`src/rtl/joy_pkg.sv`:
```
// joy_pkg: shared direction encoding, default debounce length and the priority encoder.
package joy_pkg;
    typedef logic [1:0] dir_t;
    localparam dir_t DIR_E = 2'b00;
    localparam dir_t DIR_S = 2'b01;
    localparam dir_t DIR_W = 2'b10;
    localparam dir_t DIR_N = 2'b11;
    localparam int DEBOUNCE_CYCLES_DEF = 500000;
    // Pressed vector is {N,W,S,E}; E wins over S over W over N.
    function automatic dir_t prio_dir(input logic [3:0] p);
        return p[0] ? DIR_E : p[1] ? DIR_S : p[2] ? DIR_W : DIR_N;
    endfunction
endpackage

```
`src/rtl/joy_input_conditioner_if.sv`:
```
// joy_input_conditioner_if: raw controller pins in, conditioned direction/pause out.
interface joy_input_conditioner_if;
    import joy_pkg::*;
    logic       joy_n;
    logic       joy_e;
    logic       joy_s;
    logic       joy_w;
    logic       pause_btn;
    dir_t       dir;
    logic       dir_valid;
    logic       dir_change;
    logic       pause_pulse;
    logic       paused;
    logic [3:0] joy_clean;
    modport master (
        output joy_n, joy_e, joy_s, joy_w, pause_btn,
        input  dir, dir_valid, dir_change, pause_pulse, paused, joy_clean
    );
    modport slave (
        input  joy_n, joy_e, joy_s, joy_w, pause_btn,
        output dir, dir_valid, dir_change, pause_pulse, paused, joy_clean
    );
endinterface

```
`src/rtl/joy_input_conditioner_debounce_line.sv`:
```
// debounce_line: two-flop synchroniser followed by a consecutive-sample debounce counter.
module debounce_line #(
    parameter int DEBOUNCE_CYCLES = 4,
    parameter int CNT_W           = $clog2(DEBOUNCE_CYCLES)
) (
    input  logic clock,
    input  logic resetn,
    input  logic raw,
    output logic stable
);
    logic             sync1;
    logic             sync2;
    logic [CNT_W-1:0] cnt;
    always_ff @(posedge clock or negedge resetn) begin
        if (!resetn) begin
            sync1  <= 1'b0;
            sync2  <= 1'b0;
            stable <= 1'b0;
            cnt    <= '0;
        end else begin
            sync1 <= raw;
            sync2 <= sync1;
            // Any agreeing sample restarts the count, so short glitches never land.
            if (sync2 == stable) begin
                cnt <= '0;
            end else if (cnt == CNT_W'(DEBOUNCE_CYCLES - 1)) begin
                stable <= sync2;
                cnt    <= '0;
            end else begin
                cnt <= cnt + 1'b1;
            end
        end
    end
endmodule

```
`src/rtl/joy_input_conditioner.sv`:
```
// joy_input_conditioner: per-player sync/debounce, E>S>W>N direction hold and pause edge detect.
// Define JOY_PAUSE_TOGGLE_EN to make paused toggle per press instead of following the held level.
module joy_input_conditioner
    import joy_pkg::*;
#(
    parameter int DEBOUNCE_CYCLES = DEBOUNCE_CYCLES_DEF,
    parameter int CNT_W           = $clog2(DEBOUNCE_CYCLES)
) (
    input  logic                    clock,
    input  logic                    resetn,
    joy_input_conditioner_if.slave  bus
);
    logic [4:0] raw;
    logic [4:0] st;
    logic       pause_d1;
    dir_t       dir_q;
    logic       valid_q;
    logic       change_q;
    logic       pulse_q;
    logic       paused_q;
    if (DEBOUNCE_CYCLES < 2) begin : g_bad_param
        $error("DEBOUNCE_CYCLES must be at least 2");
    end
    // Bit order {pause,N,W,S,E} so st[3:0] is the {N,W,S,E} clean vector.
    assign raw = {bus.pause_btn, bus.joy_n, bus.joy_w, bus.joy_s, bus.joy_e};
    for (genvar g = 0; g < 5; g++) begin : g_line
        debounce_line #(.DEBOUNCE_CYCLES(DEBOUNCE_CYCLES), .CNT_W(CNT_W)) u_line (
            .clock  (clock),
            .resetn (resetn),
            .raw    (raw[g]),
            .stable (st[g])
        );
    end
    always_ff @(posedge clock or negedge resetn) begin
        if (!resetn) begin
            dir_q    <= DIR_E;
            valid_q  <= 1'b0;
            change_q <= 1'b0;
            pulse_q  <= 1'b0;
            pause_d1 <= 1'b0;
            paused_q <= 1'b0;
        end else begin
            valid_q  <= |st[3:0];
            change_q <= (|st[3:0]) && (prio_dir(st[3:0]) != dir_q);
            if (|st[3:0]) dir_q <= prio_dir(st[3:0]);
            pause_d1 <= st[4];
            pulse_q  <= st[4] & ~pause_d1;
`ifdef JOY_PAUSE_TOGGLE_EN
            paused_q <= paused_q ^ pulse_q;
`else
            paused_q <= st[4];
`endif
        end
    end
    assign bus.dir         = dir_q;
    assign bus.dir_valid   = valid_q;
    assign bus.dir_change  = change_q;
    assign bus.pause_pulse = pulse_q;
    assign bus.paused      = paused_q;
    assign bus.joy_clean   = st[3:0];
endmodule
```
`src/flat_wrapper.sv`:
```
// flat-port wrapper written by rule: the top's interface ports become plain ports
module joy_input_conditioner_flat import joy_pkg::*;
#(
    parameter int DEBOUNCE_CYCLES = DEBOUNCE_CYCLES_DEF,
    parameter int CNT_W           = $clog2(DEBOUNCE_CYCLES)
)
  (clock, resetn, bus_joy_n, bus_joy_e, bus_joy_s, bus_joy_w, bus_pause_btn, bus_dir, bus_dir_valid, bus_dir_change, bus_pause_pulse, bus_paused, bus_joy_clean);
  joy_input_conditioner_if bus_i ();
  input  logic clock;
  input  logic resetn;
  input wire logic [$bits(bus_i.joy_n)-1:0] bus_joy_n;
  input wire logic [$bits(bus_i.joy_e)-1:0] bus_joy_e;
  input wire logic [$bits(bus_i.joy_s)-1:0] bus_joy_s;
  input wire logic [$bits(bus_i.joy_w)-1:0] bus_joy_w;
  input wire logic [$bits(bus_i.pause_btn)-1:0] bus_pause_btn;
  output wire logic [$bits(bus_i.dir)-1:0] bus_dir;
  output wire logic [$bits(bus_i.dir_valid)-1:0] bus_dir_valid;
  output wire logic [$bits(bus_i.dir_change)-1:0] bus_dir_change;
  output wire logic [$bits(bus_i.pause_pulse)-1:0] bus_pause_pulse;
  output wire logic [$bits(bus_i.paused)-1:0] bus_paused;
  output wire logic [$bits(bus_i.joy_clean)-1:0] bus_joy_clean;
  assign bus_i.joy_n = bus_joy_n;
  assign bus_i.joy_e = bus_joy_e;
  assign bus_i.joy_s = bus_joy_s;
  assign bus_i.joy_w = bus_joy_w;
  assign bus_i.pause_btn = bus_pause_btn;
  assign bus_dir = bus_i.dir;
  assign bus_dir_valid = bus_i.dir_valid;
  assign bus_dir_change = bus_i.dir_change;
  assign bus_pause_pulse = bus_i.pause_pulse;
  assign bus_paused = bus_i.paused;
  assign bus_joy_clean = bus_i.joy_clean;
  joy_input_conditioner #(.DEBOUNCE_CYCLES(DEBOUNCE_CYCLES), .CNT_W(CNT_W)) u_core (.clock(clock), .resetn(resetn), .bus(bus_i));
endmodule
```
`config.mk`:
```
export PLATFORM = sky130hd
export DESIGN_NAME = joy_input_conditioner_flat
export DESIGN_NICKNAME = d
export VERILOG_FILES = /design/src/rtl/joy_pkg.sv /design/src/rtl/joy_input_conditioner_if.sv /design/src/rtl/joy_input_conditioner_debounce_line.sv /design/src/rtl/joy_input_conditioner.sv /design/src/flat_wrapper.sv
export SDC_FILE = /design/constraint.sdc
export NUM_CORES = 1
export LEC_CHECK = 0
export ABC_CLOCK_PERIOD_IN_PS = 1700
export CORE_ASPECT_RATIO = 1.1
export CORE_MARGIN = 2
export CORE_UTILIZATION = 35
export CTS_BUF_LIST = sky130_fd_sc_hd__clkbuf_8 sky130_fd_sc_hd__clkbuf_16
export DETAILED_ROUTE_END_ITERATION = 16
export PLACE_DENSITY_LB_ADDON = 0.2
export SYNTH_ARGS = -nofsm -noshare
export SYNTH_HDL_FRONTEND = slang
export SYNTH_HIERARCHICAL = 1
export SYNTH_SLANG_ARGS = --single-unit
```
`constraint.sdc`:
```
create_clock -name clock -period 1.7 [get_ports clock]
set_input_delay 0.51 -clock clock [delete_from_list [all_inputs] [get_ports clock]]
set_output_delay 0.51 -clock clock [all_outputs]
set_load 0.02 [all_outputs]
```
Yosys cells after proc, flatten, opt, wreduce, memory -nomap -nowiden
Cells that the tools add are included.
{"block": "classes", "bitwise_logic": 7, "add_sub_neg": 5, "muxes": 13, "reduce_logical": 7, "n_eq_ne": 11}
{"operator": "two-way mux 19 bit", "count": 10}
{"operator": "adder 19 x 1 -> 19 bit (second input constant)", "count": 5}
{"operator": "== test 19 bit (second input constant)", "count": 5}
{"operator": "AND reduction 2 bit", "count": 5}
{"operator": "NOT 1 bit", "count": 6}
{"operator": "== test 1 bit", "count": 5}
{"operator": "two-way mux 2 bit", "count": 2}
{"operator": "OR reduction 4 bit", "count": 1}
{"operator": "inequality test 2 bit", "count": 1}
{"operator": "bitwise AND 1 bit", "count": 1}
{"operator": "logical AND 1 bit", "count": 1}
{"operator": "two-way mux 1 bit", "count": 1}
{"block": "word_totals", "input_bits": 7, "wordCells": 68, "out_inout_bits": 10, "ff_bits": 116}

Depth between registers and ports, before layout
Gate-level depths: netlist of the first run.
{"block": "logic_depth", "depth_word": 5, "depth_mapped": 5, "depth_no_buf": 5}

Hierarchy
The synthesis of the first run kept the hierarchy.
{"mod": "debounce_line", "seq_area_each_um2": 550.5, "cells_each": 105, "area_per_inst_um2": 1079.8, "instances": 5}
{"mod": "joy_input_conditioner", "seq_area_each_um2": 150.1, "cells_each": 24, "area_per_inst_um2": 271.5, "instances": 1}

Worst setup path before layout of the first run
Ideal clock, no wire load.
{"block": "synth_path", "kind": "register to register", "startpoint": "reg u_core.g_line[0].u_line.cnt[0]", "endpoint": "reg u_core.g_line[0].u_line.cnt[16]", "arrival_time_ns": 1.791, "setup_ns": 0.078, "stages_incl_launch_ff": 6, "synth_period_minus_slack_ns": 1.869, "setup_slack_ns": -0.169, "path_buffers": 0, "required_time_ns": 1.622, "path_cell_list": "dfrtp_1 -> ha_1 -> nand4_4 -> or4_4 -> or3_1 -> a21oi_1"}
{"block": "synth_between", "elab_chain_cells": 3, "elab_cells_between_ends": 4, "classes_between": "add/sub (1); eq/ne (1); mux (2)"}
{"item": "from (decl)", "line": "joy_input_conditioner_debounce_line.sv:13", "rtl": "logic [CNT_W-1:0] cnt;"}
{"item": "from (signal assigned)", "line": "joy_input_conditioner_debounce_line.sv:30", "rtl": "cnt <= cnt + 1'b1;"}
{"item": "adder 19 x 1 -> 19 bit / == test 19 bit (equally long branches)", "line": "joy_input_conditioner_debounce_line.sv:30, joy_input_conditioner_debounce_line.sv:26"}
{"item": "two-way mux 19 bit (*)", "line": "joy_input_conditioner_debounce_line.sv:26", "rtl": "end else if (cnt == CNT_W'(DEBOUNCE_CYCLES - 1)) begin"}
{"item": "two-way mux 19 bit (*)", "line": "joy_input_conditioner_debounce_line.sv:24", "rtl": "if (sync2 == stable) begin"}
Mark *: on every way between the ends. The rest lies on a longest branch, timed or not.
A chain may end at the register's enable or synchronous reset.

Worst setup path in the final report of the first run
{"block": "layout_path", "startpoint": "reg u_core.g_line[2].u_line.cnt[6]", "endpoint": "reg u_core.g_line[2].u_line.cnt[3]"}
{"block": "layout_between", "elab_chain_cells": 3}
{"item": "from (decl)", "line": "joy_input_conditioner_debounce_line.sv:13"}
{"item": "from (signal assigned)", "line": "joy_input_conditioner_debounce_line.sv:30"}
{"item": "== test 19 bit", "line": "joy_input_conditioner_debounce_line.sv:26"}
{"item": "two-way mux 19 bit", "line": "joy_input_conditioner_debounce_line.sv:26"}
{"item": "two-way mux 19 bit", "line": "joy_input_conditioner_debounce_line.sv:24"}
Every way passes these cells.

==> flow_metrics.tcl, run 1 <==
set metrics [dict create \
    post_drt_wl_per_cell_um 13.3 \
    hp-start "u_core/g_line[2].u_line/sync1$_DFF_PN0_" \
    yosys.area.top_type_share_pct 51.2 \
    syn-num-nets 561 \
    wirelength_um 11900 \
    dr.first_iter.drc_count 226 \
    clk_latency_ps 410 \
    startpoint "u_core/g_line[2].u_line/cnt[6]$_DFF_PN0_" \
    synth_cell_types 32 \
    htree_levels 4 \
    yosys_warnings 6 \
    clk_pin_slew_ps 50 \
    die_width_um 125 \
    endpoint_kind "register" \
    hold_violations 0 \
    die_h_um 137 \
    critical_path.cell_chain "nor4_2 > nand4_1 > o41ai_4 > buf_4 > buf_12 > nor2_4" \
    coreArea_sq_um 15800 \
    hpwlAfterDp_um 8180 \
    nets 693 \
    cp.depth 6 \
    skew_ps 8.45 \
    ys_ff_latch 116 \
    ys_dominant_reg_cell "dfrtp_1" \
    rsz0062_at_grt "true" \
    ys_seq_area_share_pct 51.2 \
    tightestPinTransition_ps 402 \
    violations "negative setup slack" \
    hold_depth 0 \
    critPathTopFamily "simple AND/OR/NAND/NOR gates" \
    track_usage_pct 14.4 \
    io_buffers 16 \
    start_kind "register" \
    cts_root_buf "clkbuf_16" \
    vias 4369 \
    syn_area_per_cell_sq_um 10.3 \
    cts_buffers 17 \
    yosysMostFrequentCell "dfrtp_1" \
    min_path_type "register to register" \
    fin_area_sq_um 7850 \
    cp.buffers_inverters 2 \
    synth_cells 549 \
    synth_area_leaders "dfrtp_1, xnor2_1, nor2_1, nand3_1, nor4_1" \
    clk_path_buf_depth 2 \
    dieArea_sq_um 17200 \
    overflow 0 \
    start_util_pct 35.9 \
    rows 48 \
    cts_sinks 116 \
    cp_max_fo 7 \
    via_per_inst 4.89 \
    grt_pass1_wl_um 20100 \
    synth_common_cells "dfrtp_1, nor2_1, xnor2_1" \
    async_flop_share_pct 100 \
    setup_tns_ps -138 \
    synth-edff-count 0 \
    status "complete, but fails checks" \
    diodes 0 \
    worstSetupPathType "register to register" \
    critical_path.max_stage_delay_ps 380 \
    place_congestion 0.835 \
    drv_cap 0 \
    yosysTopAreaCell "dfrtp_1" \
    fin_crit_sh_pct 101 \
    place_area_sq_um 6820 \
    slew_headroom_pct 73.0 \
    route.detailed.drc 0 \
    syn2layout_area_growth_pct 38.4 \
    leakagePower_nw 3.32 \
    setup-violations-final 9 \
    antenna_found_initial 0 \
    ant_nets 0 \
    layout_min_cycle_time_ps 1720 \
    io_pins 17 \
    fillers 1420 \
    synth_area_sq_um 5670 \
    tritoncts "built" \
    drtPass1Iterations 4 \
    fmax_ghz 0.580 \
    reg2reg_from "u_core/g_line[2].u_line/cnt[6]$_DFF_PN0_" \
    p_per_area_nw_per_um2 863 \
    worstPathRequired_ps 1990 \
    whs_ps 345 \
    worstPathArrival_ps 2010 \
    fin_ws_ps -22.7 \
    layout-drive-gt1-share_pct 31.0 \
    crit_slowest_cell "dfrtp_1" \
    grt_pass1_vias 4471 \
    ir_worst_vdd_mv 0.823 \
    grt_max_degree 43 \
    reg2reg_depth 6 \
    final_max_slew_viol_count 0 \
]
-- worst reg2reg max path, stage by stage, from the launching register on --
cell and delay [ps]:
dfrtp_1 380, nor4_2 260, nand4_1 210, o41ai_4 370
buf_4 190, buf_12 150, nor2_4 40
-- sequential cells by signal, summed over array words and instances, names as in the netlist --
signal                       flops
u_core/g_line.u_line/sync2       5
u_core/bus.dir_valid             1
u_core/g_line.u_line/stable      5
u_core/bus.pause_pulse           1
u_core/bus.dir                   2
u_core/pause_d1                  1
u_core/g_line.u_line/sync1       5
u_core/bus.dir_change            1
u_core/g_line.u_line/cnt        95
-- power breakdown --
group	switching (W)	internal (W)
registers	0.0000420	0.00280
clock network	0.00128	0.00233
logic	0.000170	0.000150
-- cells in the final DEF, fill, tap and decap left out, types with 3 or more instances in the layout --
cell / n
a21oi_1: 12
a21oi_2: 4
and2_1: 5
buf_12: 3
buf_4: 94
buf_6: 13
bufinv_16: 3
clkbuf_16: 17
clkdlybuf4s50_1: 5
clkinv_4: 4
clkinvlp_4: 3
dfrtp_1: 115
dlygate4sd2_1: 10
ha_4: 5
inv_1: 27
mux2_2: 3
mux2i_1: 5
nand2_1: 26
nand3_1: 30
nand3_2: 4
nand4_1: 20
nand4_4: 5
nor2_1: 82
nor2_2: 7
nor2_4: 8
nor2b_1: 6
nor3_1: 20
nor4_1: 11
nor4_2: 13
nor4_4: 6
nor4b_1: 4
o21ai_0: 10
o41ai_4: 5
or3_1: 9
or4_4: 5
xnor2_1: 65
xor2_1: 10
-- logic make-up (layout without fill, tap and decap cells) --
logic type      count (synthesis)  count (layout)  share of synthesized area (%)
mux                            10              10                           1.88
buf+inv                        40             184                           3.35
simple gates                  267             267                           25.4
compound gates                 36              36                           5.45
flops                         116             116                           51.2
fa+ha+maj                       5               5                           1.10
xor+xnor                       75              75                           11.6
-- area by class of cell --
| type | count | area (sq um) | area share, % |
|---|---|---|---|
| Inverter | 26 | 97.6 | 1.24 |
| Timing Repair Buffer | 127 | 1060 | 13.6 |
| Tap cell | 200 | 250 | 3.19 |
| Clock inverter | 13 | 161 | 2.06 |
| Clock buffer | 18 | 439 | 5.60 |
| Sequential cell | 116 | 2900 | 37.0 |
| Multi-Input combinational cell | 393 | 2930 | 37.3 |
-- through the flow --
| step | cells | utilization, % | setup WS [ps] | total power, W |
|---|---|---|---|---|
| 2_1_floorplan | 549 | - | -52.9 | 0.00302 |
| 3_3_place_gp | 847 | 43.2 | -65.1 | 0.00317 |
| 3_5_place_dp | 847 | 43.2 | -108 | 0.00318 |
| 4_1_cts | 886 | 47.5 | -3.25 | 0.00684 |
| 5_1_grt | 893 | 49.7 | -104 | 0.00703 |
| 6_report | 893 | 49.7 | -22.7 | 0.00678 |
-- what timing repair did --
item	4_1_cts	5_1_grt
pin swaps	16	31
endpoints found under the setup margin	32	89
hold buffers	1	0
gates resized for setup	17	66
endpoints found under the hold margin	14	0
cloned	0	2
setup buffers	7	5
-- per-layer routing --
metal | routed length (um) | track usage [%] | vias up
met4 | 225 | 6.11 | 0
met1 | 5500 | 17.3 | 2121
met3 | 366 | 3.84 | 20
met5 | 0 | 0 | -
met2 | 5770 | 24.5 | 59
li1 | - | - | 2169
-- worst paths after layout --
check                           slack (ps)                                   endpoint
max in group asynchronous              650  u_core/g_line[0].u_line/cnt[16]$_DFF_PN0_
worst min register to register         350    u_core/g_line[2].u_line/sync2$_DFF_PN0_
worst min-delay path                   350    u_core/g_line[2].u_line/sync2$_DFF_PN0_
min in group asynchronous              510  u_core/g_line[1].u_line/cnt[12]$_DFF_PN0_
worst max-delay path                   -20   u_core/g_line[2].u_line/cnt[3]$_DFF_PN0_
worst max register to register         -20   u_core/g_line[2].u_line/cnt[3]$_DFF_PN0_
No activity file was read; power rests on OpenSTA's default activity.
==> inputs of run 2 (changes only) <==
--- a/config.mk
+++ b/config.mk
@@ -10,8 +10,10 @@
 export CORE_MARGIN = 2
 export CORE_UTILIZATION = 35
 export CTS_BUF_LIST = sky130_fd_sc_hd__clkbuf_8 sky130_fd_sc_hd__clkbuf_16
+export CTS_CLUSTER_SIZE = 10
 export DETAILED_ROUTE_END_ITERATION = 16
-export PLACE_DENSITY_LB_ADDON = 0.2
+export GPL_TIMING_DRIVEN = 1
+export PLACE_DENSITY = 0.53
 export SYNTH_ARGS = -nofsm -noshare
 export SYNTH_HDL_FRONTEND = slang
 export SYNTH_HIERARCHICAL = 1
==> run 2 against run 1 <==
  * Total power up 2.3%
  * Final cell count rose by 0.78%
  * Non-clock buffer count rose by 6
  * Clock-buffer cell count is 1 lower
  * Cell area increased by 1.3%
  * Via count increased by 0.82%
  * Largest power group unchanged
  * Largest cell class unchanged
  * The flow still finishes with violations (negative setup slack)
  * Clock skew fell by 2.5 ps
  * First-iteration DRC count decreased by 18%
  * Setup slack got worse by 43 ps
  * Maximum frequency is 2.4% lower
  * Sequential share of layout area shrank 0.48 points
  * Die area is the same
==> flow_metrics.tcl, run 2 (same netlist as run 1, synthesis figures left out) <==
set metrics [dict create \
    status "complete, but fails checks" \
    violations "negative setup slack" \
    pre_cts_ws_ps -113 \
    nets 699 \
    place_congestion 0.852 \
    slew_headroom_pct 71.9 \
    dieArea_sq_um 17200 \
    hold_depth 0 \
    hold_violations 0 \
    vias 4405 \
    track_usage_pct 14.9 \
    overflow 0 \
    io_pins 17 \
    rows 48 \
    route.detailed.drc 0 \
    start_kind "register" \
    leakagePower_nw 3.35 \
    io_buffers 16 \
    worstSetupPathType "register to register" \
    htree_levels 4 \
    skew_ps 5.90 \
    drtPass1Iterations 4 \
    cts_buffers 17 \
    grt_max_degree 39 \
    p_int_w 0.00541 \
    layout_common_cells "dfrtp_1, buf_4, nor2_1, xnor2_1, nand3_1" \
    syn2layout_area_growth_pct 40.2 \
    top_register "u_core/g_line.u_line/cnt" \
    coreArea_sq_um 15800 \
    tritoncts "built" \
    ir_worst_vdd_mv 0.722 \
    final_common_cell "dfrtp_1" \
    sw_frac_of_total_pct 21.9 \
    drv_cap 0 \
    diodes 0 \
    cts_sinks 116 \
    total_power_w 0.00693 \
    rsz0062_at_grt "true" \
    hpwlAfterDp_um 8160 \
    clk_latency_ps 420 \
    clk_pin_slew_ps 50 \
    via_per_inst 4.89 \
    setup-violations-final 8 \
    worstPathRequired_ps 2040 \
    wirelength_um 11800 \
    die_width_um 125 \
    dr.first_iter.drc_count 186 \
    p_comb_share_pct 4.7 \
    post_drt_wl_per_cell_um 13.2 \
    grt_pass1_vias 4544 \
    min_path_type "register to register" \
    layout-drive-gt1-share_pct 32.7 \
    cts_root_buf "clkbuf_16" \
    reg2reg_depth 5 \
    cp_max_fo 4 \
    layout_min_cycle_time_ps 1770 \
    worstPathArrival_ps 2110 \
    fmax_ghz 0.566 \
    endpoint_kind "register" \
    antenna_found_initial 0 \
    final_max_slew_viol_count 0 \
    p_per_area_nw_per_um2 872 \
    die_h_um 137 \
    fin_crit_sh_pct 104 \
    grt_pass1_wl_um 20700 \
    seqPwrFrac_pct 41.1 \
    fin_ws_ps -65.7 \
    total_switching_power_w 0.00152 \
    clk_path_buf_depth 2 \
    largest_reg_flops 95 \
    start_util_pct 35.9 \
    tightestPinTransition_ps 420 \
    ant_nets 0 \
    clkPwrFrac_pct 54.3 \
]
[run 2: area by class of cell]
type | count | area [sq um]
Fill cell | 1420 | 7840
Sequential cell | 116 | 2900
Clock buffer | 17 | 425
Inverter | 26 | 97.6
Multi-Input combinational cell | 393 | 2950
Clock inverter | 15 | 205
Tap cell | 200 | 250
Timing Repair Buffer | 133 | 1120
[run 2: routing by layer]
layer / vias to the layer above / global-route usage (%) / part of all wire, %
li1: 2172 / - / -
met1: 2155 / 18.3 / 46
met2: 59 / 24.7 / 49
met3: 19 / 4.27 / 3.1
met4: 0 / 6.42 / 2.0
met5: - / 0 / 0
[run 2: power by group through the flow]
stage	registers (W)	clock network (W)	logic, W
after floorplan	0.00289	0	0.000130
after global placement	0.00289	0	0.000289
after detailed placement	0.00289	0	0.000297
after CTS	0.00285	0.00388	0.000308
after global routing	0.00285	0.00400	0.000369
final	0.00285	0.00376	0.000323
[run 2: final timing paths]
path | endpoint | start | slack, ps
setup / recovery | u_core/g_line[3].u_line/cnt[18]$_DFF_PN0_ | u_core/g_line[3].u_line/cnt[1]$_DFF_PN0_ | -70
hold / removal | u_core/g_line[1].u_line/sync2$_DFF_PN0_ | u_core/g_line[1].u_line/sync1$_DFF_PN0_ | 350
setup reg to reg | u_core/g_line[3].u_line/cnt[18]$_DFF_PN0_ | u_core/g_line[3].u_line/cnt[1]$_DFF_PN0_ | -70
hold reg to reg | u_core/g_line[1].u_line/sync2$_DFF_PN0_ | u_core/g_line[1].u_line/sync1$_DFF_PN0_ | 350
max in group asynchronous | u_core/g_line[4].u_line/cnt[8]$_DFF_PN0_ | resetn | 630
min in group asynchronous | u_core/g_line[1].u_line/cnt[13]$_DFF_PN0_ | resetn | 550
[run 2: what timing repair did]
action | CTS | global route
hold endpoints to repair | 14 | 0
resized for setup | 16 | 75
pin swaps | 20 | 41
buffers inserted | 7 | 10
cloned | 0 | 1
endpoints found under the setup margin | 32 | 95
hold buffers | 1 | 0
[run 2: through the flow]
stage               area, sq um  cells  utilization (%)  setup TNS [ps]  hold WS [ps]
floorplan                  5760    549                -            -447           214
global placement           6850    849             43.3            -158           337
detailed placement         6850    849             43.3            -393           338
CTS                        7560    889             47.8           -69.8           357
global route               7950    900             50.3           -4910           365
finish                     7950    900             50.3            -237           354
[run 2: worst max-delay path: stages, from the launching register on]
cell     delay (ps)
dfrtp_1         400
ha_4            170
nand4_4         100
or4_4           570
or3_4           340
a21oi_2         120
